### config.mk
export PLATFORM = sky130hd
export DESIGN_NAME = instr_sequencer
export DESIGN_NICKNAME = d
export VERILOG_FILES = /design/src/rtl/tinycpu_pkg.sv /design/src/rtl/instr_prog_mem.sv /design/src/rtl/instr_sequencer.sv
export SDC_FILE = /design/constraint.sdc
export NUM_CORES = 1
export LEC_CHECK = 0
export CAP_MARGIN = 20
export CORE_MARGIN = 1.5
export CORE_UTILIZATION = 63
export CTS_CLUSTER_SIZE = 14
export DETAILED_ROUTE_END_ITERATION = 10
export GPL_TIMING_DRIVEN = 0
export PLACE_DENSITY_LB_ADDON = 0.25
export SLEW_MARGIN = 20
export SYNTH_ARGS = -nofsm -noshare
export SYNTH_HDL_FRONTEND = slang
export SYNTH_SLANG_ARGS = --single-unit
export TNS_END_PERCENT = 20
### constraint.sdc
create_clock -name clk -period 6.8 [get_ports clk]
set_input_delay 1.36 -clock clk [delete_from_list [all_inputs] [get_ports clk]]
set_output_delay 1.36 -clock clk [all_outputs]
set_load 0.01 [all_outputs]
### src/rtl/tinycpu_pkg.sv
// rtl/tinycpu_pkg.sv - shared opcodes, program depth and sequencer state type
package tinycpu_pkg;

    localparam int PROG_DEPTH = 16;

    localparam logic [3:0] OP_CLR  = 4'd0;
    localparam logic [3:0] OP_LDA  = 4'd1;
    localparam logic [3:0] OP_LDB0 = 4'd2;
    localparam logic [3:0] OP_LDB1 = 4'd3;
    localparam logic [3:0] OP_ALU0 = 4'd4;
    localparam logic [3:0] OP_ALU1 = 4'd5;
    localparam logic [3:0] OP_ALU2 = 4'd6;
    localparam logic [3:0] OP_ALU3 = 4'd7;
    localparam logic [3:0] OP_ALU4 = 4'd8;
    localparam logic [3:0] OP_ALU5 = 4'd9;
    localparam logic [3:0] OP_ALU6 = 4'd10;
    localparam logic [3:0] OP_ALU7 = 4'd11;
    localparam logic [3:0] OP_END  = 4'd15;

    typedef enum logic [1:0] {
        ST_IDLE = 2'd0,
        ST_LOAD = 2'd1,
        ST_RUN  = 2'd2,
        ST_DONE = 2'd3
    } seq_state_t;

endpackage

### src/rtl/instr_prog_mem.sv
// rtl/instr_prog_mem.sv - 16x4 program store, synchronous write, combinational read
module instr_prog_mem
    import tinycpu_pkg::*;
(
    input  logic       clk,
    input  logic       wr_en,
    input  logic [3:0] wr_addr,
    input  logic [3:0] wr_data,
    input  logic [3:0] rd_addr,
    output logic [3:0] rd_data
);

    logic [3:0] mem [PROG_DEPTH];

    // Write port; contents are deliberately not reset, prog_len marks validity
    always_ff @(posedge clk) begin
        if (wr_en) begin
            mem[wr_addr] <= wr_data;
        end
    end

    assign rd_data = mem[rd_addr];

endmodule

### src/rtl/instr_sequencer.sv
// rtl/instr_sequencer.sv - program loader and instruction issuer (SEQ_LOOP_EN: wrap instead of DONE)
module instr_sequencer
    import tinycpu_pkg::*;
(
    input  logic       clk,
    input  logic       rst_n,
    input  logic       load_start,
    input  logic       load_valid,
    input  logic [3:0] load_data,
    input  logic       load_last,
    output logic       load_ready,
    input  logic       start,
    input  logic       abort,
    output logic [3:0] instruction,
    output logic       instr_valid,
    input  logic       instr_ready,
    output logic       done,
    output logic [4:0] prog_len
);

    localparam logic [4:0] DEPTH = 5'(PROG_DEPTH);

    seq_state_t state, state_n;
    logic [3:0] pc, pc_n;
    logic [4:0] len_n;
    logic [3:0] cur_word;
    logic       wr_en;
    logic       at_end;
    logic       last_word;
    logic       xfer;

    instr_prog_mem u_mem (
        .clk     (clk),
        .wr_en   (wr_en),
        .wr_addr (prog_len[3:0]),
        .wr_data (load_data),
        .rd_addr (pc),
        .rd_data (cur_word)
    );

    // Outputs decode straight from state so reset clears them immediately
    assign load_ready  = (state == ST_LOAD) && (prog_len < DEPTH);
    assign wr_en       = load_valid && load_ready;
    assign at_end      = (cur_word == OP_END);
    assign last_word   = (({1'b0, pc} + 5'd1) == prog_len);
    assign instr_valid = (state == ST_RUN) && !at_end;
    assign instruction = instr_valid ? cur_word : 4'h0;
    assign xfer        = instr_valid && instr_ready;
    assign done        = (state == ST_DONE);

    // State, program counter and program length registers
    always_ff @(posedge clk or negedge rst_n) begin
        if (!rst_n) begin
            state    <= ST_IDLE;
            pc       <= 4'd0;
            prog_len <= 5'd0;
        end else begin
            state    <= state_n;
            pc       <= pc_n;
            prog_len <= len_n;
        end
    end

    // Next-state logic: abort dominates, load_start beats start in IDLE/DONE
    always_comb begin
        state_n = state;
        pc_n    = pc;
        len_n   = prog_len;
        if (wr_en) begin
            len_n = prog_len + 5'd1;
        end
        if (abort) begin
            state_n = ST_IDLE;
            if (xfer) begin
                pc_n = pc + 4'd1;
            end
        end else begin
            unique case (state)
                ST_IDLE, ST_DONE: begin
                    if (load_start) begin
                        state_n = ST_LOAD;
                        len_n   = 5'd0;
                    end else if (start) begin
                        pc_n    = 4'd0;
                        state_n = (prog_len == 5'd0) ? ST_DONE : ST_RUN;
                    end
                end
                ST_LOAD: begin
                    if (wr_en && (load_last || (prog_len == DEPTH - 5'd1))) begin
                        state_n = ST_IDLE;
                    end
                end
                ST_RUN: begin
                    if (at_end) begin
`ifdef SEQ_LOOP_EN
                        pc_n = 4'd0;
`else
                        state_n = ST_DONE;
`endif
                    end else if (xfer) begin
                        if (last_word) begin
`ifdef SEQ_LOOP_EN
                            pc_n = 4'd0;
`else
                            state_n = ST_DONE;
`endif
                        end else begin
                            pc_n = pc + 4'd1;
                        end
                    end
                end
                default: state_n = ST_IDLE;
            endcase
        end
    end

endmodule

---- After elaboration in Yosys (flattened, before gate mapping) ----
Memories as Yosys holds them, arrays and structs flattened.
Index checks and enable logic that the tools add are counted.
Widths: inputs -> output; s select.
cells by class
  eq/ne operators ......................... 16
  muxes and demuxes ....................... 24
  $lt $le $gt $ge ......................... 1
  add/subtract/negate cells ............... 3
  reduce and logical (&&, ||, !) cells .... 13
operators by type and width
  kind                 number
  $mux 4               8
  $mux 5               4
  $mux 2               7
  $ne 3x3->1 const B   4
  $ne 4x4->1 const B   3
  $pmux 4 s2           1
  $reduce_and 7->1     1
  $pmux 2 s3           1
  $add 4x1->5 const B  1
  $add 5x1->5 const B  1
  $eq 5x4->1 const B   1
  $eq 5x5->1           1
  $logic_and 1x1->1    5
  $logic_not 5->1      1
  $lt 5x5->1 const B   1
  $add 4x1->4 const B  1
  $eq 2x2->1 const B   2
  $eq 4x4->1 const B   1
  $reduce_and 4->1     1
  $mux 1               3
  $ne 3x2->1 const B   1
  $reduce_bool 3->1    1
  $eq 2x1->1 const B   1
  $logic_not 2->1      1
  5 further kinds      5
word-level totals
  logic and storage cells ................. 61
  bits in writable memories ............... 64
  memories kept ........................... 1
  register bits after elaboration ......... 11
  output and inout bits ................... 12
memories
  name       words  width  rd ports  clocked after Yosys merged registers in  write ports  line                  RTL
  u_mem.mem  16     4      1         0                                        1            instr_prog_mem.sv:13  logic [3:0] mem [PROG_DEPTH];

---- Depth between registers and ports, before layout ----
An unclocked memory read counts as a cell.
  depth in word-level cells ............... 9
  depth in mapped cells ................... 9
  mapped depth without buffers ............ 9

---- By module ----
From an unflattened synthesis, not the netlist that was laid out.
unflattened totals
  cells, all modules ...................... 233
  area total of the unflattened synthesis .. 3497.1 um^2
modules (own cells, without submodules)
  module           sequential area each (um^2)  instances  area each (um^2)  cells each
  instr_prog_mem   1921.8                       1          2586.2            126
  instr_sequencer  275.3                        1          910.9             107

---- Worst setup path after synthesis ----
No wires, ideal clock.
  path type ............................... reg-to-output
  from .................................... register pc[0]
  to ...................................... output port instruction[0]
  slack ................................... 3.243 ns
  arrival time ............................ 2.197 ns
  stages on the path, launching flop included .. 7
  buffers on the path ..................... 1
  path through ............................ dfrtp_1 -> buf_6 -> mux4_1 -> a22oi_1 -> a22oi_2 -> a21oi_1 -> a21boi_0
between the ends
  cells in the longest elaborated chain, start to end .. 5
ends and longest elaborated chain
  element                 line                   RTL
  from (decl)             instr_sequencer.sv:24  logic [3:0] pc, pc_n;
  from (signal assigned)  instr_sequencer.sv:59  pc <= pc_n;
  $mem_v2 16x4            -
  $eq 4x4->1              instr_sequencer.sv:44  assign at_end = (cur_word == OP_END);
  $logic_not 1->1         instr_sequencer.sv:46  assign instr_valid = (state == ST_RUN) && !at_end;
  $logic_and 1x1->1       instr_sequencer.sv:46
  named net instr_valid   instr_sequencer.sv:15  output logic instr_valid,
  $mux 4                  instr_sequencer.sv:47  assign instruction = instr_valid ? cur_word : 4'h0;
  to (decl)               instr_sequencer.sv:14  output logic [3:0] instruction,
The timed path passes the listed nets, and every way through them passes these cells.

---- Final worst setup path ----
  from .................................... register pc[1]
  to ...................................... output port instruction[0]
between the ends
  cells in the longest elaborated chain, start to end .. 5
ends and longest elaborated chain
  element            line
  $mem_v2 16x4 *     -
  $eq 4x4->1         instr_sequencer.sv:44
  $logic_not 1->1    instr_sequencer.sv:46
  $logic_and 1x1->1  instr_sequencer.sv:46
  $mux 4 *           instr_sequencer.sv:47
Every way passes the cells marked *; elsewhere a longest branch is shown, timed or not.

==> flow_metrics.env <==
export IMPL_cts_setup_buffers=0
export IMPL_cts_buffers=9
export IMPL_grt_first_pass_wirelength_mm=11.5
export IMPL_wl_per_cell_um=20.8
export IMPL_routabilityCongestion=0.850
export IMPL_worstHoldPathCells=2
export IMPL_tightest_slew_ns=0.699
export IMPL_ctsHoldBuffers=0
export IMPL_period_needed_ns=4.96
export IMPL_synthMuxAreaShare=0.104
export IMPL_synth_nets=266
export IMPL_max_slew_margin=0.530
export IMPL_critPathMaxStageDelay_ns=0.59
export IMPL_drc=0
export IMPL_hold_class="flop to flop"
export IMPL_critPathLaunch="pc[1]"
export IMPL_cts_buffer_depth=2
export IMPL_portBuffers=23
export IMPL_antenna_cells=0
export IMPL_synth_adder_area_share=0.0321
export IMPL_num_rows=26
export IMPL_boundaryPins=24
export IMPL_slowest_stage="clkdlybuf4s50_1"
export IMPL_synth_async_reset_ratio=0.147
export IMPL_synth_compound_area_frac=0.102
export IMPL_initial_utilization=0.670
export IMPL_grt_pass1_vias=2143
export IMPL_finalHoldViolCount=0
export IMPL_dp_hpwl_mm=5.07
export IMPL_avgSynthCellArea_sq_um=14.3
export IMPL_overflow=0
export IMPL_timing_rr_end="pc[3]"
export IMPL_cts_resized=0
export IMPL_root_buffer="clkbuf_8"
export IMPL_r2r_slack_ns=3.99
export IMPL_grt_max_degree=17
export IMPL_clkLatencyLatePin_ns=0.35
export IMPL_routed_wl_mm=7.36
export IMPL_drive_gt1_frac=0.123
export IMPL_setup_violations_final=0
export IMPL_worstPathMaxFanout=10
export IMPL_drv_cap=0
export IMPL_fmax_mhz=202
export IMPL_ys_types=48
export IMPL_pre_cts_ws_ns=2.32
export IMPL_die_area_sq_um=6030
export IMPL_design_final_nets=300
export IMPL_worstSetupPathType="flop to output port"
export IMPL_clk_pin_slew_ns=0.08
export IMPL_synth_area_sq_um=3510
export IMPL_reg2reg_depth=7
export IMPL_p_per_area_nw_per_um2=320
export IMPL_fin_crit_sh=0.729
export IMPL_drt_iter0_markers=182
export IMPL_postRouteAntennaNets=0
export IMPL_post_drt_via_cell_ratio=6.20
export IMPL_via_count=2194
export IMPL_worst_setup_path_end_kind="output port"
export IMPL_synthXorXnorAreaFrac=0.0150
export IMPL_core_sq_um=5240
export IMPL_synth_top_family_by_area="multiplexers"
export IMPL_grt_usage=0.266
export IMPL_die_h_um=77.7
export IMPL_cts_sinks=75
export IMPL_hold_end="state[0]"
export IMPL_critPathTopFamily="compound AO/OA/AOI/OAI gates"
export IMPL_drtPass1Iterations=5
export IMPL_cts_tree="yes"
export IMPL_synth_edf_count=64
export IMPL_area_growth_pct=13.6
export IMPL_setup_ws_ns=1.84
export IMPL_synthCells=245
export IMPL_synthSimpleGateAreaFrac=0.0880
export IMPL_skew_ns=0.0119
export IMPL_outcome="finished clean"
export IMPL_p_leak_nw=1.37
export IMPL_hold_start="state[0]"
export IMPL_grt_antenna_before_repair=0
export IMPL_final_common_cell="edfxtp_1"
export IMPL_final_cell_mix="edfxtp_1 (64), nor2_1 (27), clkdlybuf4s50_1 (23)"
export IMPL_synth_warnings=0
export IMPL_crit_arrival_ns=3.60
export IMPL_r2r_start="pc[1]"
export IMPL_synthFlopType="edfxtp_1"
export IMPL_rsz0062_at_grt="false"
export IMPL_htreeDepth=3
export IMPL_slew_violations=0
export IMPL_ys_seq_elements=75
export IMPL_fin_setup_tns_ns=0
export IMPL_ir_drop_mv=0.198
export IMPL_path_buf_inv=2
export IMPL_yosysSeqAreaShare=0.626
export IMPL_critPathLaunchType="flop"
export IMPL_chipWidth_um=77.7
export IMPL_critPathRequiredTime_ns=5.44
export IMPL_worstPathCellList="clkbuf_1, mux4_2, a22oi_1, a22oi_2, a21oi_1, a21boi_0, clkdlybuf4s50_1"
flip-flops by register name, summed over array words and instances, names as in the netlist:
name       count
pc             4
prog_len       5
state          2
u_mem.mem     64
where the power goes:
group / switching, mW / internal (mW)
Clock: 0.161 / 0.129
Combinational: 0.232 / 0.208
Sequential: 0.0248 / 0.521
Total: 0.418 / 0.858
tightest hold or removal path, stage by stage (launching register included):
cell and delay (ns):
dfrtp_1 0.42, o21ai_0 0.09, a21oi_1 0.07
per-layer routing:
metal,GRT usage,wire (um),vias to the layer above
li1,-,-,1010
met1,0.380,3280,1075
met2,0.404,3510,95
met3,0.0588,426,14
met4,0.102,140,0
met5,0,0,-
how the worst max path moves through the flow:
stage,end,depth (start not counted)
2_1_floorplan,instruction[0],6
3_3_place_gp,instruction[0],7
3_5_place_dp,instruction[0],7
4_1_cts,instruction[0],7
5_1_grt,instruction[0],7
6_report,instruction[0],7
synthesized netlist by cell type (5+ instances only):
| cell | number | area (sq um) |
|---|---|---|
| edfxtp_1 | 64 | 1920 |
| dfrtp_1 | 11 | 275 |
| mux2i_1 | 17 | 170 |
| inv_1 | 10 | 37.5 |
| clkbuf_1 | 5 | 18.8 |
| ha_1 | 9 | 113 |
| o21ai_0 | 9 | 45.0 |
| a22oi_2 | 5 | 62.6 |
| a221oi_1 | 8 | 70.1 |
| nor2_1 | 27 | 101 |
| nor3_1 | 5 | 25.0 |
| nand2_1 | 11 | 41.3 |
cells by family (layout without fill, tap and decap cells):
family          Yosys count  after routing
flops                    75             75
simple gates             64             64
compound gates           45             45
mux                      25             25
buf+inv                  21             60
fa+ha+maj                 9              9
xor+xnor                  6              6
cell type report:
cell class	count	area, sq um
multi-input combinational	149	1200
inverter	10	37.5
tap	70	87.6
clock inverter	6	32.5
buffer	11	78.8
clock buffer	10	128
timing repair buffer	23	230
fill	333	1250
sequential	75	2200
through the flow:
stage                     hold WS (ns)  instance area [sq um]  instances  total power, mW   util
after floorplan                  0.550                   3510        245            0.854      -
after global placement           0.592                   3830        338            0.971  0.731
after detailed placement         0.613                   3830        338            0.988  0.731
after CTS                        0.627                   3990        354             1.27  0.762
after global routing             0.669                   3990        354             1.33  0.762
final                            0.621                   3990        354             1.28  0.762
Note: power is estimated with default switching activity, not from simulation.
